### src/rtl/mem_ctrl.sv
// rtl/mem_ctrl.sv - byte-serial RAM/IO controller for LSB loads/stores and instruction fetch
module mem_ctrl #(
  parameter logic [31:0] IO_BASE = 32'h0003_0000
) (
  input  logic        clk,
  input  logic        rst,
  input  logic        rdy,
  input  logic        jump_wrong,
  input  logic        lsb_read_signal,
  input  logic        lsb_write_signal,
  input  logic [2:0]  requiring_length,
  input  logic [31:0] to_mem_addr,
  input  logic [31:0] to_mem_data,
  input  logic        load_signed,
  output logic        mem_load_success,
  output logic [31:0] from_mem_data,
  output logic        mem_store_success,
  input  logic        if_request,
  input  logic [31:0] if_addr,
  output logic        if_success,
  output logic [31:0] if_instr,
  input  logic [7:0]  mem_din,
  output logic [7:0]  mem_dout,
  output logic [31:0] mem_a,
  output logic        mem_wr,
  input  logic        io_buffer_full
);

  typedef enum logic [1:0] {S_IDLE, S_FETCH, S_LOAD, S_STORE} state_t;

  state_t      state_q, state_d;
  logic [31:0] addr_q, addr_d;
  logic [31:0] wdata_q, wdata_d;
  logic [2:0]  len_q, len_d;
  logic        sgn_q, sgn_d;
  logic [2:0]  iss_q, iss_d;
  logic [2:0]  rcv_q, rcv_d;
  logic        avld_q, avld_d;
  logic        rpend_q, rpend_d;
  logic [31:0] buf_q, buf_d;
  logic [31:0] mem_a_q, mem_a_d;
  logic [7:0]  dout_q, dout_d;
  logic        wr_q, wr_d;
  logic [31:0] ld_data_q, ld_data_d;
  logic [31:0] instr_q, instr_d;
  logic        ld_ok_q, ld_ok_d;
  logic        st_ok_q, st_ok_d;
  logic        if_ok_q, if_ok_d;

  logic        frz_q;
  logic [7:0]  din_hold_q;
  logic [7:0]  byte_in;
  logic [31:0] assembled;
  logic [2:0]  iss_nx;
  logic        io_stall;
  logic        pulse_busy;

  function automatic logic [31:0] extend(input logic [31:0] w, input logic [2:0] n,
                                         input logic s);
    logic [31:0] r;
    case (n)
      3'd1:    r = {{24{s & w[7]}}, w[7:0]};
      3'd2:    r = {{16{s & w[15]}}, w[15:0]};
      default: r = w;
    endcase
    return r;
  endfunction

  // The RAM keeps clocking during a freeze, so the byte that was on mem_din
  // when rdy fell is kept and consumed on the first cycle after the freeze.
  assign byte_in    = frz_q ? din_hold_q : mem_din;
  assign io_stall   = io_buffer_full && (mem_a_q >= IO_BASE);
  assign pulse_busy = ld_ok_q || st_ok_q || if_ok_q;
  assign iss_nx     = iss_q + 3'd1;

  always_comb begin
    state_d   = state_q;
    addr_d    = addr_q;
    wdata_d   = wdata_q;
    len_d     = len_q;
    sgn_d     = sgn_q;
    iss_d     = iss_q;
    rcv_d     = rcv_q;
    avld_d    = avld_q;
    rpend_d   = rpend_q;
    buf_d     = buf_q;
    mem_a_d   = mem_a_q;
    dout_d    = dout_q;
    wr_d      = wr_q;
    ld_data_d = ld_data_q;
    instr_d   = instr_q;
    ld_ok_d   = 1'b0;
    st_ok_d   = 1'b0;
    if_ok_d   = 1'b0;
    assembled = buf_q;
    assembled[{rcv_q[1:0], 3'b000} +: 8] = byte_in;

    case (state_q)
      S_IDLE: begin
        if (!pulse_busy && !jump_wrong) begin
          if (lsb_write_signal) begin
            state_d = S_STORE;
            addr_d  = to_mem_addr;
            len_d   = requiring_length;
            wdata_d = to_mem_data;
            mem_a_d = to_mem_addr;
            dout_d  = to_mem_data[7:0];
            wr_d    = 1'b1;
            iss_d   = 3'd0;
          end else if (lsb_read_signal || if_request) begin
            state_d = lsb_read_signal ? S_LOAD : S_FETCH;
            addr_d  = lsb_read_signal ? to_mem_addr : if_addr;
            len_d   = lsb_read_signal ? requiring_length : 3'd4;
            sgn_d   = lsb_read_signal && load_signed;
            mem_a_d = lsb_read_signal ? to_mem_addr : if_addr;
            iss_d   = 3'd1;
            rcv_d   = 3'd0;
            avld_d  = 1'b1;
            rpend_d = 1'b0;
            buf_d   = '0;
            wr_d    = 1'b0;
            dout_d  = 8'h00;
          end
        end
      end

      S_FETCH, S_LOAD: begin
        if (jump_wrong) begin
          state_d = S_IDLE;
          iss_d   = 3'd0;
          rcv_d   = 3'd0;
          avld_d  = 1'b0;
          rpend_d = 1'b0;
          wr_d    = 1'b0;
        end else begin
          // rpend marks that mem_din now carries the byte addressed last cycle
          rpend_d = avld_q;
          avld_d  = (iss_q < len_q);
          if (iss_q < len_q) begin
            mem_a_d = addr_q + {29'b0, iss_q};
            iss_d   = iss_nx;
          end
          if (rpend_q) begin
            buf_d = assembled;
            rcv_d = rcv_q + 3'd1;
            if (rcv_q == len_q - 3'd1) begin
              state_d = S_IDLE;
              iss_d   = 3'd0;
              rcv_d   = 3'd0;
              avld_d  = 1'b0;
              rpend_d = 1'b0;
              if (state_q == S_FETCH) begin
                if_ok_d = 1'b1;
                instr_d = assembled;
              end else begin
                ld_ok_d   = 1'b1;
                ld_data_d = extend(assembled, len_q, sgn_q);
              end
            end
          end
        end
      end

      S_STORE: begin
        if (!io_stall) begin
          if (iss_nx < len_q) begin
            iss_d   = iss_nx;
            mem_a_d = addr_q + {29'b0, iss_nx};
            dout_d  = wdata_q[{iss_nx[1:0], 3'b000} +: 8];
          end else begin
            state_d = S_IDLE;
            iss_d   = 3'd0;
            wr_d    = 1'b0;
            dout_d  = 8'h00;
            st_ok_d = 1'b1;
          end
        end
      end

      default: state_d = S_IDLE;
    endcase
  end

  always_ff @(posedge clk) begin
    if (rst) begin
      state_q   <= S_IDLE;
      addr_q    <= '0;
      wdata_q   <= '0;
      len_q     <= '0;
      sgn_q     <= 1'b0;
      iss_q     <= '0;
      rcv_q     <= '0;
      avld_q    <= 1'b0;
      rpend_q   <= 1'b0;
      buf_q     <= '0;
      mem_a_q   <= '0;
      dout_q    <= '0;
      wr_q      <= 1'b0;
      ld_data_q <= '0;
      instr_q   <= '0;
      ld_ok_q   <= 1'b0;
      st_ok_q   <= 1'b0;
      if_ok_q   <= 1'b0;
    end else if (rdy) begin
      state_q   <= state_d;
      addr_q    <= addr_d;
      wdata_q   <= wdata_d;
      len_q     <= len_d;
      sgn_q     <= sgn_d;
      iss_q     <= iss_d;
      rcv_q     <= rcv_d;
      avld_q    <= avld_d;
      rpend_q   <= rpend_d;
      buf_q     <= buf_d;
      mem_a_q   <= mem_a_d;
      dout_q    <= dout_d;
      wr_q      <= wr_d;
      ld_data_q <= ld_data_d;
      instr_q   <= instr_d;
      ld_ok_q   <= ld_ok_d;
      st_ok_q   <= st_ok_d;
      if_ok_q   <= if_ok_d;
    end
  end

  always_ff @(posedge clk) begin
    if (rst) begin
      frz_q      <= 1'b0;
      din_hold_q <= '0;
    end else begin
      frz_q <= !rdy;
      if (!frz_q) din_hold_q <= mem_din;
    end
  end

  assign mem_a             = mem_a_q;
  assign mem_dout          = dout_q;
  assign mem_wr            = wr_q && rdy && !io_stall;
  assign from_mem_data     = ld_data_q;
  assign if_instr          = instr_q;
  assign mem_load_success  = ld_ok_q;
  assign mem_store_success = st_ok_q;
  assign if_success        = if_ok_q;

endmodule

### config.mk
export PLATFORM = sky130hd
export DESIGN_NAME = mem_ctrl
export DESIGN_NICKNAME = d
export VERILOG_FILES = /design/src/rtl/mem_ctrl.sv
export SDC_FILE = /design/constraint.sdc
export NUM_CORES = 1
export LEC_CHECK = 0
export ABC_CLOCK_PERIOD_IN_PS = 3120
export CORE_MARGIN = 10
export CORE_UTILIZATION = 25
export CTS_CLUSTER_DIAMETER = 50
export DETAILED_ROUTE_END_ITERATION = 10
export REMOVE_ABC_BUFFERS = 1
export SYNTH_ARGS = -nofsm -noshare
export SYNTH_HDL_FRONTEND = slang
export SYNTH_SLANG_ARGS = --single-unit
### constraint.sdc
create_clock -name clk -period 3.12 [get_ports clk]
set_input_delay 0.468 -clock clk [delete_from_list [all_inputs] [get_ports clk]]
set_output_delay 0.468 -clock clk [all_outputs]
set_load 0.03 [all_outputs]
==> Yosys cells after proc, flatten, opt, wreduce, memory -nomap -nowiden <==
Index checks and enable logic that the tools add are counted.
{ "totals": {"latch_bits": 0, "output_inout_bits": 108, "mem_bits_rw": 0, "n_memories": 0, "input_bits": 116, "ff_bits": 227, "elab_cells": 173, "mem_bits_ro": 0} }
{ "classes": {"eq_ne": 19, "n_reduce_logical": 30, "div_mod_pow": 0, "n_lt_le_gt_ge": 3, "bitwise_logic": 5, "add_sub_neg": 6, "mul": 0, "n_shift": 3, "mux": 87} }
{ "op_table": {"columns": ["cell", "count"], "rows": [
  ["$mux W32", 13],
  ["$pmux W32 S2", 2],
  ["$pmux W32 S3", 1],
  ["$add A32 B3 Y32", 2],
  ["$mux W3", 18],
  ["$mux W8", 6],
  ["$bwmux W32", 1],
  ["$ge A32 B18 Y1 const B", 1],
  ["$shift A8 B7 Y32 const A", 1],
  ["$shiftx A32 B6 Y8", 1],
  ["$shiftx A8 B7 Y32", 1],
  ["$mux W1", 30],
  ["$reduce_and A6 Y1", 4],
  ["$reduce_and A7 Y1", 3],
  ["$ne A2 B2 Y1 const B", 10],
  ["$mux W2", 9],
  ["$pmux W8 S2", 1],
  ["$reduce_and A5 Y1", 3],
  ["$reduce_and A4 Y1", 3],
  ["$ne A3 B3 Y1 const B", 3],
  ["$pmux W3 S3", 1],
  ["$neg A5 Y7", 1],
  ["$add A3 B1 Y3 const B", 2],
  ["$lt A3 B3 Y1", 2],
  ["other kinds (18)", 34]
]} }

==> Longest topological paths before layout <==
Gate-level depths: netlist of run 1.
{ "depth": {"ltp_word": 6, "depth_mapped": 12} }

==> Worst setup path before layout of run 1 <==
OpenSTA, ideal clock, no wires.
{ "synth_timing": {"path_type": "register -> register", "startpoint": "register state_q[0]", "endpoint": "register mem_a_q[22], in the netlist mem_a[22]", "setup_slack_ps": 203, "n_path_buf": 3, "period_less_slack_ps": 2917, "t_arrival_ps": 2785, "path_stages_with_launch": 12, "setup_time_ps": 132, "path_cell_list": "dfxtp_1 > ha_1 > buf_2 > buf_1 > mux2_2 > fa_1 > a21o_1 > nand2_1 > clkbuf_1 > nor4_1 > o311ai_0 > a21oi_1"} }
{ "synth_between": {"elab_chain_cells": 4, "word_cells_on_any_way": 13} }
{ "synth_lines": {"columns": ["item", "line", "rtl"], "rows": [
  ["start: declaration", "31", "state_t state_q, state_d;"],
  ["start signal: assignment", "205", "state_q <= state_d;"],
  ["$eq A2 B1 Y1 or $eq A2 B2 Y1 (tied branches)", "98", "case (state_q)"],
  ["$reduce_or A2 Y1", "98", null],
  ["$ne A2 B2 Y1 (no line)", null, null],
  ["$reduce_and A7 Y1 (no line)", null, null],
  ["end signal: assignment", "215", "mem_a_q <= mem_a_d;"],
  ["end: declaration", "41", "logic [31:0] mem_a_q, mem_a_d;"]
]} }
Parallel ways exist; a longest one is shown, timed or not.
A chain may end at the register's enable or synchronous reset.

==> Worst setup path in the final report of run 1 <==
{ "layout_timing": {"startpoint": "register mem_a_q[16], in the netlist mem_a[16]", "endpoint": "output mem_wr"} }
{ "layout_between": {"elab_chain_cells": 4} }
{ "layout_lines": {"columns": ["item", "line", "rtl"], "rows": [
  ["$ge A32 B18 Y1", "72", "assign io_stall = io_buffer_full && (mem_a_q >= IO_BASE);"],
  ["$logic_and A1 B1 Y1", "72", null],
  ["$logic_not A1 Y1", "238", "assign mem_wr = wr_q && rdy && !io_stall;"],
  ["$logic_and A1 B1 Y1", "238", null],
  ["end: declaration", "25", "output logic mem_wr,"]
]} }
Every way passes these cells.

==> report_table.html, run 1 <==
<table>
<tr><th>Metric</th><th>Value</th></tr>
<tr><th colspan="2">Layout</th></tr>
<tr><td>Final standard cell area without fillers</td><td>15000 µm²</td></tr>
<tr><td>Layout Cells excl Fill</td><td>2108</td></tr>
<tr><td>Register Area</td><td>4540 µm²</td></tr>
<tr><td>Fraction of layout instances using a drive strength above 1</td><td>9.06%</td></tr>
<tr><td>Synth-to-layout area growth</td><td>36.5%</td></tr>
<tr><td>Most common cell after layout, fill and taps aside</td><td>dfxtp_1</td></tr>
<tr><td>Antenna cells</td><td>0</td></tr>
<tr><td>Layout filler cell count</td><td>4497</td></tr>
<tr><td>Leading cell types in the layout, fill and taps excluded</td><td>dfxtp_1, clkdlybuf4s50_1, nor2_1</td></tr>
<tr><td>Net total in the final layout</td><td>1636</td></tr>
<tr><td>Area of the multi-input gates</td><td>5840 µm²</td></tr>
<tr><th colspan="2">Global route</th></tr>
<tr><td>GRT Util Overall</td><td>13.8%</td></tr>
<tr><td>Global routing met3 resource utilization</td><td>4.57%</td></tr>
<tr><td>Number of global-route vias before repair</td><td>10200</td></tr>
<tr><td>Global-route wire length before repair</td><td>58900 µm</td></tr>
<tr><td>Total grt overflow</td><td>0</td></tr>
<tr><td>Most Crowded Layer GR</td><td>met2</td></tr>
<tr><td>Largest net degree at the start of global routing</td><td>105</td></tr>
<tr><td>Met1 layer usage reported by global route</td><td>17.4%</td></tr>
<tr><td>Antenna violations before repair</td><td>2</td></tr>
<tr><td>Grt met2 use</td><td>22.2%</td></tr>
<tr><th colspan="2">STA</th></tr>
<tr><td>Hold Worst Slack</td><td>427 ps</td></tr>
<tr><td>Setup TNS</td><td>0 ps</td></tr>
<tr><td>Final period demand of the worst path</td><td>2920 ps</td></tr>
<tr><td>Number of setup violations in the final report</td><td>0</td></tr>
<tr><td>Share of the cycle needed by the critical path after routing</td><td>93.6%</td></tr>
<tr><td>Final count of hold timing violations</td><td>0</td></tr>
<tr><td>Fmax</td><td>0.343 GHz</td></tr>
<tr><td>Pins Over Slew Limit</td><td>0</td></tr>
<tr><td>RSZ-0062 raised after global routing</td><td>no</td></tr>
<tr><td>Worst rel slew slack</td><td>24.4%</td></tr>
<tr><td>Worst-margin pin slew</td><td>1130 ps</td></tr>
<tr><td>Largest clock skew in the final design</td><td>15.0 ps</td></tr>
<tr><th colspan="2">Power</th></tr>
<tr><td>Net switching fraction of the power</td><td>32.5%</td></tr>
<tr><td>IR Drop Worst-Case VDD</td><td>0.000310 V</td></tr>
<tr><td>Leakage power summed over all cells</td><td>0.00524 µW</td></tr>
<tr><td>Logic gate share of total power</td><td>23.9%</td></tr>
<tr><td>Internal Pwr Total</td><td>6320 µW</td></tr>
<tr><td>Power Density</td><td>625 nW/µm²</td></tr>
<tr><td>Share of total power in sequential cells</td><td>35.1%</td></tr>
<tr><td>Overall power after layout</td><td>9360 µW</td></tr>
<tr><td>Proportion of power drawn by the clock network</td><td>40.9%</td></tr>
<tr><td>Net load switching power</td><td>3040 µW</td></tr>
<tr><th colspan="2">Critical path</th></tr>
<tr><td>Critical Path Start Type</td><td>flop</td></tr>
<tr><td>Data required time of the worst path</td><td>2650 ps</td></tr>
<tr><td>Reg-to-reg critical path startpoint</td><td>state_q[0]</td></tr>
<tr><td>CP endpoint kind</td><td>output port</td></tr>
<tr><td>Maximum fanout along the worst path</td><td>3</td></tr>
<tr><td>Path type of the worst setup path</td><td>flop to output port</td></tr>
<tr><td>Data arrival at the endpoint of the critical path</td><td>2450 ps</td></tr>
<tr><td>Register-to-register setup slack</td><td>260 ps</td></tr>
<tr><td>R2r endpoint</td><td>mem_a[22]</td></tr>
<tr><td>Path depth of the worst reg2reg path</td><td>9</td></tr>
<tr><th colspan="2">Floorplanning</th></tr>
<tr><td>Num rows</td><td>76</td></tr>
<tr><td>Die Height</td><td>230 µm</td></tr>
<tr><td>Area inside the core boundary</td><td>43300 µm²</td></tr>
<tr><td>Number of primary I/O pins</td><td>224</td></tr>
<tr><td>Die Area</td><td>52700 µm²</td></tr>
<tr><td>Die outline width</td><td>230 µm</td></tr>
<tr><td>Starting density of the core</td><td>25.4%</td></tr>
<tr><th colspan="2">Hold path</th></tr>
<tr><td>Min-delay src</td><td>rst</td></tr>
<tr><td>Worst hold path depth</td><td>2</td></tr>
<tr><td>Destination of the worst hold path</td><td>mem_a[8]</td></tr>
<tr><td>Path type of the worst min-delay path</td><td>input port to flop</td></tr>
<tr><th colspan="2">Logic synthesis</th></tr>
<tr><td>Average cell area after synthesis</td><td>8.38 µm²</td></tr>
<tr><td>Distinct cell type count of the synthesized netlist</td><td>75</td></tr>
<tr><td>Post-synthesis async set-or-reset flop share</td><td>0%</td></tr>
<tr><td>Cell Area, Synth</td><td>11000 µm²</td></tr>
<tr><td>Yosys warning total</td><td>0</td></tr>
<tr><td>Commonest register cell after synthesis</td><td>dfxtp_1</td></tr>
<tr><td>Part of the Yosys area used for sequential elements</td><td>41.4%</td></tr>
<tr><td>Yosys reg bits</td><td>227</td></tr>
<tr><td>Count of flip-flops with a built-in enable after synthesis</td><td>0</td></tr>
<tr><td>Cell count after synthesis</td><td>1310</td></tr>
<tr><th colspan="2">CTS</th></tr>
<tr><td>Gates resized, CTS repair</td><td>2</td></tr>
<tr><td>Clock latency reported for the late side of the worst-skew pair</td><td>530 ps</td></tr>
<tr><td>CTS tree</td><td>built</td></tr>
<tr><td>Clk buf depth</td><td>3</td></tr>
<tr><td>CTS Hold Buffers Added</td><td>0</td></tr>
<tr><td>Clock tree sinks</td><td>227</td></tr>
<tr><td>Number of buffers added by the clock tree synthesis step</td><td>34</td></tr>
<tr><td>Library cell used as clock root buffer</td><td>clkbuf_16</td></tr>
<tr><td>Buffers inserted by post-CTS timing repair</td><td>0</td></tr>
<tr><td>Clk slew on worst S/H paths</td><td>60 ps</td></tr>
<tr><td>Number of levels the H-tree was split into</td><td>2</td></tr>
<tr><th colspan="2">Drt</th></tr>
<tr><td>Count of unresolved DRC violations after routing</td><td>0</td></tr>
<tr><td>WL final</td><td>38200 µm</td></tr>
<tr><td>Detailed-route vias per instance</td><td>4.97</td></tr>
<tr><td>Detail-routed net length per standard cell</td><td>18.1 µm</td></tr>
<tr><td>Post-detailed-route count of antenna-violating nets</td><td>0</td></tr>
<tr><td>Number of detailed-route iterations in the first pass</td><td>5</td></tr>
<tr><td>Starting DRC count in detailed routing</td><td>683</td></tr>
<tr><td>Total number of vias</td><td>10500</td></tr>
<tr><th colspan="2">Placed design</th></tr>
<tr><td>Total of buffers placed on input and output ports</td><td>223</td></tr>
<tr><td>Routability congestion estimate</td><td>0.832</td></tr>
<tr><td>Post-detail-place hpwl</td><td>27000 µm</td></tr>
<tr><td>Post-place instance area</td><td>13800 µm²</td></tr>
<tr><td>Placed Instances</td><td>2048</td></tr>
<tr><th colspan="2">Run</th></tr>
<tr><td>Number of maximum-capacitance violations</td><td>0</td></tr>
<tr><th colspan="2">Status</th></tr>
<tr><td>Result of the run</td><td>complete, no violations</td></tr>
</table>
## flip-flops by register name, indices dropped and copies added, names as in the netlist
name	count
rcv_q	3
from_mem_data	32
mem_a	32
addr_q	32
if_success	1
mem_dout	8
wr_q	1
frz_q	1
if_instr	32
din_hold_q	8
mem_load_success	1
len_q	3
iss_q	3
state_q	2
rpend_q	1
wdata_q	32
buf_q	32
sgn_q	1
mem_store_success	1
avld_q	1
## worst max path at each step
stage                               start    endpoint  slack, ps  depth (start not counted)
after detailed placement  lsb_read_signal   mem_a[11]        240                          6
final                           mem_a[16]      mem_wr        200                          5
after floorplan                state_q[1]  wdata_q[0]       -500                          6
after CTS                       mem_a[27]      mem_wr          6                          5
after global placement         state_q[0]   mem_a[24]        290                          8
after global routing            mem_a[17]      mem_wr          1                          5
## worst max-delay path: stages, from the launching register on
cell,delay [ps]
dfxtp_1,350
a211oi_1,400
nand4_1,160
nand2_1,130
and3_1,170
clkdlybuf4s50_1,720
## area by class of cell
cell class | instances | share of cell area, %
multi-input cells | 941 | 39.0
flip-flops and latches | 227 | 30.3
repair buffers | 261 | 17.3
clock buffers | 44 | 6.34
well taps | 585 | 4.89
clock inverters | 16 | 1.26
inverters | 34 | 0.852
## metrics by stage
stage,worst slack [ps],util (%)
floorplan,-497,-
global placement,291,31.9
detailed placement,243,31.9
CTS,5.73,34.6
global route,1.13,34.6
finish,201,34.6
## cell families (layout without fill, tap and decap cells)
group | after synthesis | count (layout) | synth area share (%)
AO/OA/AOI/OAI | 336 | 336 | 20.6
buffers and inverters | 142 | 355 | 5.74
flip-flops | 227 | 227 | 41.4
adder cells (fa/ha/maj) | 21 | 21 | 2.46
multiplexers | 53 | 53 | 5.78
AND/OR/NAND/NOR | 512 | 512 | 22.3
XOR/XNOR | 19 | 19 | 1.66
## layer usage
metal | wire length (µm) | part of all wire, %
met5 | 33 | 0.086
met4 | 759 | 2.0
met3 | 2960 | 7.7
met2 | 17700 | 46
met1 | 16700 | 44
## power groups by stage
stage	clock network (µW)	registers, µW	logic (µW)
3_5_place_dp	0	3340	2240
5_1_grt	4060	3320	2420
6_report	3830	3290	2240
4_1_cts	3950	3290	2250
3_3_place_gp	0	3340	2220
2_1_floorplan	0	3530	995
## synthesized netlist by cell type (4+ instances only)
cell type	instances	share of area, %
buf_1	6	0.21
mux2i_1	42	3.8
nor3_1	56	2.6
nand4_1	54	3.1
nand3b_1	15	1.0
and4_1	4	0.32
nor4_1	10	0.57
buf_6	4	0.41
a31o_2	6	0.48
buf_2	24	1.1
nand2_1	141	4.8
a21boi_0	5	0.34
o2bb2ai_1	16	1.3
and2_1	6	0.34
xor2_1	9	0.72
o22ai_1	18	1.0
o31ai_1	8	0.55
and3_1	6	0.34
nand3_1	11	0.50
a21oi_1	110	5.0
inv_1	32	1.1
o311ai_0	9	0.72
clkbuf_1	68	2.3
a211oi_1	71	4.9
o21ai_0	34	1.6
a32oi_1	8	0.64
nor2_1	174	6.0
o31a_1	7	0.56
mux4_2	8	1.6
buf_4	4	0.27
nand2b_1	7	0.40
nor2b_1	4	0.23
or3_1	7	0.40
o211ai_1	17	1.2
xnor2_1	9	0.72
ha_1	20	2.3
dfxtp_1	227	41
(Power assumes the default switching activity.)
==> run 2: changes to the inputs <==
CORE_MARGIN = 2   (was 10)
==> report_table.html, run 2 (synthesis results as in run 1) <==
<table>
<tr><th>Metric</th><th>Value</th></tr>
<tr><th colspan="2">STA</th></tr>
<tr><td>Final worst-path setup slack</td><td>246 ps (+45.3 ps)</td></tr>
<tr><td>Worst rel slew slack</td><td>29.0% (+4.6 points)</td></tr>
<tr><td>Fmax</td><td>0.348 GHz (+1.6%)</td></tr>
<tr><td>Setup TNS</td><td>0 ps (unchanged)</td></tr>
<tr><td>Largest clock skew in the final design</td><td>14.6 ps (-0.411 ps)</td></tr>
<tr><td>Final period demand of the worst path</td><td>2870 ps (-45.3 ps)</td></tr>
<tr><td>Share of the cycle needed by the critical path after routing</td><td>92.1% (-1.5 points)</td></tr>
<tr><td>Worst-margin pin slew</td><td>1060 ps (-68.9 ps)</td></tr>
<tr><td>Final count of hold timing violations</td><td>0 (unchanged)</td></tr>
<tr><td>RSZ-0062 raised after global routing</td><td>no</td></tr>
<tr><td>Pins Over Slew Limit</td><td>0 (unchanged)</td></tr>
<tr><td>Number of setup violations in the final report</td><td>0 (unchanged)</td></tr>
<tr><th colspan="2">Critical path</th></tr>
<tr><td>CP endpoint kind</td><td>flop</td></tr>
<tr><td>Path type of the worst setup path</td><td>flop to flop</td></tr>
<tr><td>Data arrival at the endpoint of the critical path</td><td>3330 ps (+880 ps)</td></tr>
<tr><td>Data required time of the worst path</td><td>3570 ps (+920 ps)</td></tr>
<tr><td>Maximum fanout along the worst path</td><td>17 (+14)</td></tr>
<tr><td>Critical Path Start Type</td><td>flop</td></tr>
<tr><th colspan="2">Power</th></tr>
<tr><td>IR Drop Worst-Case VDD</td><td>0.000286 V (-7.7%)</td></tr>
<tr><td>Power Density</td><td>630 nW/µm² (+0.77%)</td></tr>
<tr><td>Leakage power summed over all cells</td><td>0.00531 µW (+1.3%)</td></tr>
<tr><th colspan="2">Drt</th></tr>
<tr><td>Starting DRC count in detailed routing</td><td>634 (-7.2%)</td></tr>
<tr><td>Post-detailed-route count of antenna-violating nets</td><td>0 (unchanged)</td></tr>
<tr><td>Detail-routed net length per standard cell</td><td>17.2 µm (-5.1%)</td></tr>
<tr><td>Count of unresolved DRC violations after routing</td><td>0 (unchanged)</td></tr>
<tr><td>Number of detailed-route iterations in the first pass</td><td>5 (unchanged)</td></tr>
<tr><td>WL final</td><td>36400 µm (-4.7%)</td></tr>
<tr><td>Total number of vias</td><td>10400 (-0.63%)</td></tr>
<tr><td>Detailed-route vias per instance</td><td>4.92 (-1.1%)</td></tr>
<tr><th colspan="2">Global route</th></tr>
<tr><td>Grt met2 use</td><td>24.4% (+2.2 points)</td></tr>
<tr><td>Total grt overflow</td><td>0 (unchanged)</td></tr>
<tr><td>Largest net degree at the start of global routing</td><td>83 (-21%)</td></tr>
<tr><td>Number of global-route vias before repair</td><td>10000 (-1.5%)</td></tr>
<tr><td>GRT Util Overall</td><td>15.9% (+2.1 points)</td></tr>
<tr><td>Global-route wire length before repair</td><td>56700 µm (-3.6%)</td></tr>
<tr><td>Most Crowded Layer GR</td><td>met2</td></tr>
<tr><td>Antenna violations before repair</td><td>1 (-1)</td></tr>
<tr><td>Met1 layer usage reported by global route</td><td>21.5% (+4.1 points)</td></tr>
<tr><td>Global routing met3 resource utilization</td><td>4.44% (-0.14 points)</td></tr>
<tr><th colspan="2">Floorplanning</th></tr>
<tr><td>Die Area</td><td>45600 µm² (-13%)</td></tr>
<tr><td>Starting density of the core</td><td>25.4% (+0.056 points)</td></tr>
<tr><td>Die outline width</td><td>214 µm (-7.0%)</td></tr>
<tr><td>Number of primary I/O pins</td><td>224 (unchanged)</td></tr>
<tr><td>Num rows</td><td>76 (unchanged)</td></tr>
<tr><td>Area inside the core boundary</td><td>43200 µm² (-0.22%)</td></tr>
<tr><td>Die Height</td><td>214 µm (-7.0%)</td></tr>
<tr><th colspan="2">CTS</th></tr>
<tr><td>Clock latency reported for the late side of the worst-skew pair</td><td>530 ps (about the same)</td></tr>
<tr><td>Number of buffers added by the clock tree synthesis step</td><td>37 (+8.8%)</td></tr>
<tr><td>CTS tree</td><td>built</td></tr>
<tr><td>CTS Hold Buffers Added</td><td>0 (unchanged)</td></tr>
<tr><td>Number of levels the H-tree was split into</td><td>2 (unchanged)</td></tr>
<tr><td>Library cell used as clock root buffer</td><td>clkbuf_16</td></tr>
<tr><td>Clk buf depth</td><td>3 (unchanged)</td></tr>
<tr><td>Clk slew on worst S/H paths</td><td>50 ps (about the same)</td></tr>
<tr><td>Clock tree sinks</td><td>227 (unchanged)</td></tr>
<tr><th colspan="2">Status</th></tr>
<tr><td>Result of the run</td><td>complete, no violations</td></tr>
<tr><th colspan="2">Placed design</th></tr>
<tr><td>Post-place instance area</td><td>13800 µm² (+0.16%)</td></tr>
<tr><td>Placed Instances</td><td>2051 (+0.15%)</td></tr>
<tr><td>Total of buffers placed on input and output ports</td><td>223 (unchanged)</td></tr>
<tr><td>Routability congestion estimate</td><td>0.812 (-2.4%)</td></tr>
<tr><td>Post-detail-place hpwl</td><td>25300 µm (-6.2%)</td></tr>
<tr><td>Worst Setup Slack post-DPL</td><td>174 ps (-69.5 ps)</td></tr>
<tr><th colspan="2">Layout</th></tr>
<tr><td>Layout Cells excl Fill</td><td>2117 (+0.43%)</td></tr>
<tr><td>Layout filler cell count</td><td>4483 (-0.31%)</td></tr>
<tr><td>Net total in the final layout</td><td>1642 (+0.37%)</td></tr>
<tr><td>Fraction of layout instances using a drive strength above 1</td><td>9.67% (+0.61 points)</td></tr>
<tr><td>Area of the multi-input gates</td><td>5840 µm² (about the same)</td></tr>
<tr><td>Most common cell after layout, fill and taps aside</td><td>dfxtp_1</td></tr>
<tr><td>Core utilization of the finished layout</td><td>34.9% (+0.28 points)</td></tr>
<tr><td>Synth-to-layout area growth</td><td>37.3%</td></tr>
<tr><td>Final standard cell area without fillers</td><td>15100 µm² (+0.58%)</td></tr>
<tr><td>Leading cell types in the layout, fill and taps excluded</td><td>dfxtp_1, clkdlybuf4s50_1, nor2_1</td></tr>
<tr><td>Register Area</td><td>4540 µm² (unchanged)</td></tr>
<tr><th colspan="2">Hold path</th></tr>
<tr><td>Path type of the worst min-delay path</td><td>input port to flop</td></tr>
<tr><th colspan="2">Run</th></tr>
<tr><td>Number of maximum-capacitance violations</td><td>0 (unchanged)</td></tr>
</table>
==> run 2: final timing paths <==
check / start / cells after the start / to / slack (ps)
hold reg to reg: wdata_q[3] / 2 / wdata_q[3] / 450
setup reg to reg: iss_q[1] / 9 / mem_a[21] / 250
setup / recovery: iss_q[1] / 9 / mem_a[21] / 250
hold / removal: rst / 2 / mem_a[12] / 390
==> run 2: area by class of cell <==
cell class              instances  share of cell area [%]
diodes                          1                  0.0166
flip-flops and latches        227                    30.2
well taps                     585                    4.86
multi-input cells             941                    38.8
clock inverters                16                   0.913
inverters                      34                   0.847
repair buffers                264                    17.4
clock buffers                  49                    7.06
==> run 2: per-stage QoR <==
step                      hold WS (ps)  power, µW
final                              386       9490
after global routing               409       9980
after CTS                          366       9620
after detailed placement           447       5570
after global placement             438       5550
after floorplan                    427       4530
==> run 2: report_power, final <==
| group | internal, µW | leakage [µW] | switching (µW) | total, µW |
|---|---|---|---|---|
| Combinational | 857 | 0.00288 | 1370 | 2230 |
| Clock | 2440 | 0.000588 | 1530 | 3970 |
| Sequential | 3110 | 0.00184 | 180 | 3290 |
==> run 2: timing repair <==
item / CTS / global route
setup endpoints to repair: 1 / 2
setup buffers: 0 / 0
resized for setup: 1 / 4
==> run 2: worst max-delay path: stages (launching register included) <==
cell and delay, ps:
dfxtp_1 380, ha_1 200, nand2b_1 130, nand2_1 60
ha_1 200, or2_2 290, o221a_2 280, a2111o_2 650
or3_4 420, o211ai_1 190
==> run 2: per-layer routing <==
layer / vias up / share of wire (%) / routed length (µm)
met1: 4876 / 45 / 16400
met5: - / 0 / 0
li1: 5149 / - / -
met2: 326 / 45 / 16400
met4: 0 / 2.5 / 928
met3: 56 / 7.4 / 2680
